`src/rtl/vga_rx_decoder.sv`:
```
// vga_rx_decoder: sink-side decoder for the VGA pixel stream. It recovers pixel coordinates, checks sync timing and locks to the frame structure.
// Optional frame CRC: define VGA_RX_CRC_EN (undefined: frame_crc tied 0).
module vga_rx_decoder #(
  parameter int unsigned H_SYNC   = 96,
  parameter int unsigned H_START  = 144,
  parameter int unsigned H_ACTIVE = 640,
  parameter int unsigned H_TOTAL  = 800,
  parameter int unsigned V_SYNC   = 2,
  parameter int unsigned V_START  = 35,
  parameter int unsigned V_ACTIVE = 480,
  parameter int unsigned V_TOTAL  = 525
) (
  input  logic        clk,
  input  logic        rst,
  input  logic        hs,
  input  logic        vs,
  input  logic [3:0]  r,
  input  logic [3:0]  g,
  input  logic [3:0]  b,
  output logic        pix_valid,
  output logic [9:0]  pix_x,
  output logic [8:0]  pix_y,
  output logic [11:0] pix_rgb,
  output logic        frame_done,
  output logic        locked,
  output logic        h_err,
  output logic        v_err,
  output logic [7:0]  err_cnt,
  output logic [15:0] frame_crc
);

  // state    | meaning
  // UNLOCKED | no frame structure seen, waiting for a VS fall
  // ACQUIRE  | one VS fall seen, watching one clean frame
  // LOCKED   | timing verified, pixels and frame_done reported
  typedef enum logic [1:0] {UNLOCKED, ACQUIRE, LOCKED} state_t;

  localparam logic [10:0] H_SYNC_W  = 11'(H_SYNC);
  localparam logic [10:0] H_TOTAL_W = 11'(H_TOTAL);
  localparam logic [10:0] V_SYNC_W  = 11'(V_SYNC);
  localparam logic [10:0] V_TOTAL_W = 11'(V_TOTAL);
  localparam logic [9:0]  HA_LO = 10'(H_START);
  localparam logic [9:0]  HA_HI = 10'(H_START + H_ACTIVE);
  localparam logic [9:0]  VA_LO = 10'(V_START);
  localparam logic [9:0]  VA_HI = 10'(V_START + V_ACTIVE);

  logic        hs_q, vs_q, hs_p, vs_p;
  logic [11:0] rgb_q, rgb_d;
  logic [9:0]  h_cnt, v_cnt, v_next;
  logic        vs_pend, line_seen, frame_seen;
  logic        h_ev, v_ev, vsf_d;
  logic        hs_fall, hs_rise, vs_fall, vs_rise;
  logic [10:0] h_len, v_len;
  logic        h_bad, v_bad, active, err_now;
  state_t      state, state_nx;
  logic        acq_bad, acq_bad_nx, done_nx;

  assign hs_fall = hs_p & ~hs_q;
  assign hs_rise = ~hs_p & hs_q;
  assign vs_fall = vs_p & ~vs_q;
  assign vs_rise = ~vs_p & vs_q;
  assign h_len   = {1'b0, h_cnt} + 11'd1;
  assign v_len   = {1'b0, v_cnt} + 11'd1;

  always_comb begin
    v_next = v_cnt;
    if (hs_fall) begin
      if (vs_pend || vs_fall) v_next = '0;
      else if (v_cnt != 10'h3FF) v_next = v_cnt + 10'd1;
    end
  end

  // The first line/frame after reset is a fragment, so its length is not judged.
  assign h_bad = line_seen && ((hs_fall && h_len != H_TOTAL_W) || (hs_rise && h_len != H_SYNC_W));
  assign v_bad = frame_seen && ((vs_fall && v_len != V_TOTAL_W) ||
                                (vs_rise && {1'b0, v_next} != V_SYNC_W));
  assign active = (h_cnt >= HA_LO) && (h_cnt < HA_HI) && (v_cnt >= VA_LO) && (v_cnt < VA_HI);
  assign err_now = h_ev | v_ev;

  always_ff @(posedge clk) begin
    if (rst) begin
      hs_q <= 1'b1; vs_q <= 1'b1; hs_p <= 1'b1; vs_p <= 1'b1;
      rgb_q <= '0; rgb_d <= '0;
      h_cnt <= '0; v_cnt <= '0;
      vs_pend <= 1'b0; line_seen <= 1'b0; frame_seen <= 1'b0;
      h_ev <= 1'b0; v_ev <= 1'b0; vsf_d <= 1'b0;
    end else begin
      hs_q  <= hs;   vs_q <= vs;
      hs_p  <= hs_q; vs_p <= vs_q;
      rgb_q <= {r, g, b};
      rgb_d <= rgb_q;
      if (hs_fall) h_cnt <= '0;
      else if (h_cnt != 10'h3FF) h_cnt <= h_cnt + 10'd1;
      v_cnt <= v_next;
      if (hs_fall) vs_pend <= 1'b0;
      else if (vs_fall) vs_pend <= 1'b1;
      if (hs_fall) line_seen <= 1'b1;
      if (vs_fall) frame_seen <= 1'b1;
      h_ev  <= h_bad;
      v_ev  <= v_bad;
      vsf_d <= vs_fall;
    end
  end

  always_comb begin
    state_nx   = state;
    acq_bad_nx = acq_bad;
    done_nx    = 1'b0;
    case (state)
      UNLOCKED: if (vsf_d) begin
        state_nx   = ACQUIRE;
        acq_bad_nx = 1'b0;
      end
      ACQUIRE: begin
        if (vsf_d) begin
          if (!(acq_bad || err_now)) state_nx = LOCKED;
          acq_bad_nx = 1'b0;
        end else if (err_now) begin
          acq_bad_nx = 1'b1;
        end
      end
      LOCKED: begin
        done_nx = vsf_d;
        if (err_now) state_nx = UNLOCKED;
      end
      default: state_nx = UNLOCKED;
    endcase
  end

  always_ff @(posedge clk) begin
    if (rst) begin
      state <= UNLOCKED; acq_bad <= 1'b0; frame_done <= 1'b0;
      h_err <= 1'b0; v_err <= 1'b0; err_cnt <= '0;
      pix_valid <= 1'b0; pix_x <= '0; pix_y <= '0; pix_rgb <= '0;
    end else begin
      state      <= state_nx;
      acq_bad    <= acq_bad_nx;
      frame_done <= done_nx;
      h_err      <= h_err | h_ev;
      v_err      <= v_err | v_ev;
      if (state == LOCKED && err_now && err_cnt != 8'hFF) err_cnt <= err_cnt + 8'd1;
      pix_valid <= (state == LOCKED) && active;
      pix_x     <= ((state == LOCKED) && active) ? h_cnt - HA_LO : '0;
      pix_y     <= ((state == LOCKED) && active) ? 9'(v_cnt - VA_LO) : '0;
      pix_rgb   <= ((state == LOCKED) && active) ? rgb_d : '0;
    end
  end

  assign locked = (state == LOCKED);

`ifdef VGA_RX_CRC_EN
  logic [15:0] crc;

  // CRC-16-CCITT, 12 data bits per clock, MSB first.
  function automatic logic [15:0] crc_step(input logic [15:0] crc_in, input logic [11:0] data);
    logic [15:0] c;
    c = crc_in;
    for (int i = 11; i >= 0; i--) c = {c[14:0], 1'b0} ^ ((c[15] ^ data[i]) ? 16'h1021 : 16'h0000);
    return c;
  endfunction

  always_ff @(posedge clk) begin
    if (rst) begin
      crc       <= 16'hFFFF;
      frame_crc <= '0;
    end else begin
      if (vsf_d) crc <= 16'hFFFF;
      else if (pix_valid) crc <= crc_step(crc, pix_rgb);
      if (done_nx) frame_crc <= crc;
    end
  end
`else
  assign frame_crc = '0;
`endif

endmodule
```
`config.mk`:
```
export PLATFORM = sky130hd
export DESIGN_NAME = vga_rx_decoder
export DESIGN_NICKNAME = d
export VERILOG_FILES = /design/src/rtl/vga_rx_decoder.sv
export SDC_FILE = /design/constraint.sdc
export NUM_CORES = 1
export LEC_CHECK = 0
export ABC_AREA = 0
export CELL_PAD_IN_SITES_DETAIL_PLACEMENT = 1
export CELL_PAD_IN_SITES_GLOBAL_PLACEMENT = 1
export CORE_MARGIN = 2
export CORE_UTILIZATION = 36
export DETAILED_ROUTE_END_ITERATION = 10
export PLACE_DENSITY = 0.73
export SLEW_MARGIN = 25
export SYNTH_ARGS = -nofsm -noshare
export SYNTH_HDL_FRONTEND = slang
export SYNTH_SLANG_ARGS = --single-unit
```
`constraint.sdc`:
```
create_clock -name clk -period 2.1 [get_ports clk]
set_input_delay 0.42 -clock clk [delete_from_list [all_inputs] [get_ports clk]]
set_output_delay 0.42 -clock clk [all_outputs]
set_load 0.02 [all_outputs]
```
==> impl_metrics.json <==
{
  "synth.area.top_cells": "dfxtp_1 (49%), nor2_1 (4.5%), nor2b_1 (4.3%)",
  "synth_top_cell_by_area": "dfxtp_1",
  "crit_type": "reg2reg",
  "final_util_pct": 46.7,
  "grt_pass1_wl_um": 15700,
  "multi_input_area_sq_mm": 0.00190,
  "path_clk_slew_ps": 70,
  "status": "completed",
  "numCtsBuffers": 9,
  "finalMaxSlewViolations": 0,
  "nets": 529,
  "hold_start": "rgb_d[11]",
  "path_max_fanout": 17,
  "fp.dieH_um": 111,
  "grt_start_max_net_pins": 30,
  "hold_ws_ps": 429,
  "worstHoldEndpoint": "pix_rgb[11]",
  "area_delta_synth_final_pct": 27.9,
  "netlist_area_sq_mm": 0.00411,
  "fillCellCount": 1256,
  "crit_path_start_kind": "register",
  "setup_viol": 0,
  "drive_gt1_share_pct": 14.0,
  "diodes": 0,
  "drc_errors": 0,
  "hold_class": "reg2reg",
  "synth_seq_cells": 100,
  "reg2reg_from": "h_cnt[5]",
  "synthDistinctLibCells": 52,
  "h-tree-depth": 3,
  "synth_ff_type": "dfxtp_1",
  "ir_worst_vdd_mv": 0.448,
  "maxCapViolCount": 0,
  "detail-route-antenna-nets": 0,
  "grt_pass1_vias": 3173,
  "drt_wl_total_um": 9360,
  "insertion_delay_ps": 340,
  "cp_data_required_time_ps": 2330,
  "end_kind": "register",
  "register_area_sq_mm": 0.00201,
  "cts_tree": "done",
  "synth_cells": 434,
  "dieWidth_um": 111,
  "hold_viol_final": 0,
  "yosysMostFrequentCell": "dfxtp_1",
  "fin_worst_skew_ps": 7.77,
  "grt_overflow": 0,
  "cts.sinks": 100,
  "synth_edf_count": 0,
  "initial_core_util_pct": 36.5,
  "p_leak_nw": 2.09,
  "hold_buffers": 0,
  "ys_seq_area_share_pct": 48.7,
  "synth_warnings": 0,
  "via_per_inst": 4.80,
  "pin_count": 76,
  "avgSynthCellArea_sq_um": 9.48,
  "synth_top_area_share_pct": 48.7,
  "die-area_sq_mm": 0.0123,
  "cp.arrival_ps": 2190,
  "clock_path_buffers": 2,
  "core_sq_mm": 0.0113,
  "ff2ff_path_depth": 8,
  "r2r_slack_ps": 140,
  "fin_crit_ps": 1960,
  "fin_crit_sh_pct": 93.2,
  "rsz0062_at_grt": "false",
  "setup_tns_ps": 0,
  "min_path_cells": 1,
  "synthArstFlopShare_pct": 0,
  "r2r-end": "pix_rgb[0]",
  "numPortBuffers": 59,
  "track_usage_pct": 15.8,
  "drt_iter0_drc": 134,
  "place_congestion": 0.846,
  "dp_hpwl_um": 6710,
  "root_buffer": "clkbuf_16",
  "antenna_found_initial": 0,
  "drt-pass1-iter-count": 4,
  "synth_common_cells": "dfxtp_1 (100), nor2_1 (49), nor2b_1 (28)",
  "rows": 39,
  "wire_per_inst_um": 14.4,
  "power_density_mw_per_mm2": 741,
  "max_freq_mhz": 511,
  "vias": 3125
}
## placed cells by master, fill, tap and decap left out, drive strengths merged, types with 3 or more instances in the layout
cell type      Yosys  layout
mux2i              5       5
o21ai             11      11
xnor2             17      17
and2              15      15
inv               13      14
or2                3       3
dfxtp            100     100
a31oi              6       6
and3              11      11
nand3             11      11
conb               1      16
ha                 8       8
nor4               6       6
a21oi             15      15
nand2b             6       6
nand2             17      17
buf               29      29
clkbuf            14       9
or3                3       3
clkdlybuf4s50      0      58
a41oi              3       3
nand4              9       9
xor2              11      11
nor3              16      16
nor2b             28      28
nor2              49      49
## worst max path at each step
stage,depth (start not counted),startpoint,to
global placement,7,v_cnt[0],v_ev
finish,8,h_cnt[5],pix_rgb[0]
CTS,3,state[0],locked
detailed placement,7,v_cnt[0],v_ev
floorplan,8,v_cnt[1],v_ev
global route,7,h_cnt[0],h_cnt[4]
## per-stage QoR
step                worst slack [ps]  cells  area [sq um]  total power, mW
global route                    15.3    651          5260             4.06
finish                           143    651          5260             3.90
CTS                             4.86    649          5190             3.96
global placement                 136    635          4880             2.19
detailed placement              29.0    635          4880             2.20
floorplan                        123    449          4170             2.15
## critical path: stages, from the launching register on
cell       delay (ps)
dfxtp_1           360
inv_1             180
ha_1              220
nand2b_1          120
a21oi_1           230
nand2_1           120
o2111ai_4         290
inv_4             140
and2_1            200
## per-layer routing
| layer | global-route usage (%) | up-vias | wire, um |
|---|---|---|---|
| met5 | 0 | - | 0 |
| met4 | 6.17 | 0 | 189 |
| met3 | 4.92 | 18 | 338 |
| met2 | 25.5 | 61 | 4410 |
| met1 | 19.7 | 1477 | 4430 |
| li1 | - | 1569 | - |
## layout make-up
class	instances	share of cell area, %
Tap cell	143	3.40
Clock buffer	9	4.28
Timing Repair Buffer	88	15.4
Multi-Input combinational cell	293	36.2
Sequential cell	100	38.1
Clock inverter	5	1.64
Inverter	13	0.975
## flip-flops by register name (all words and copies together) (netlist names), 2 cells and up
name	cells
pix_rgb	12
rgb_d	12
rgb_q	12
h_cnt	10
pix_x	10
v_cnt	10
pix_y	9
err_cnt	8
state	2
## logic make-up after synthesis
| family | Yosys count | synth area share (%) |
|---|---|---|
| simple gates | 184 | 24.4 |
| compound gates | 52 | 9.58 |
| xor+xnor | 28 | 5.96 |
| flops | 100 | 48.7 |
| fa+ha+maj | 8 | 2.43 |
| other cells | 1 | 0.0912 |
| buf+inv | 56 | 7.63 |
| mux | 5 | 1.22 |
## report_power, final
part / internal, mW / leakage (nW) / total, mW / switching [mW]
Combinational: 0.0841 / 1.13 / 0.200 / 0.116
Clock: 1.04 / 0.152 / 1.74 / 0.701
Sequential: 1.94 / 0.815 / 1.96 / 0.0208
Total: 3.06 / 2.09 / 3.90 / 0.838
## repair_timing
item                                    4_1_cts  5_1_grt
endpoints found under the setup margin        0        4
setup buffers                                 0        2
gates resized for setup                       0       12
(Power assumes the default switching activity.)
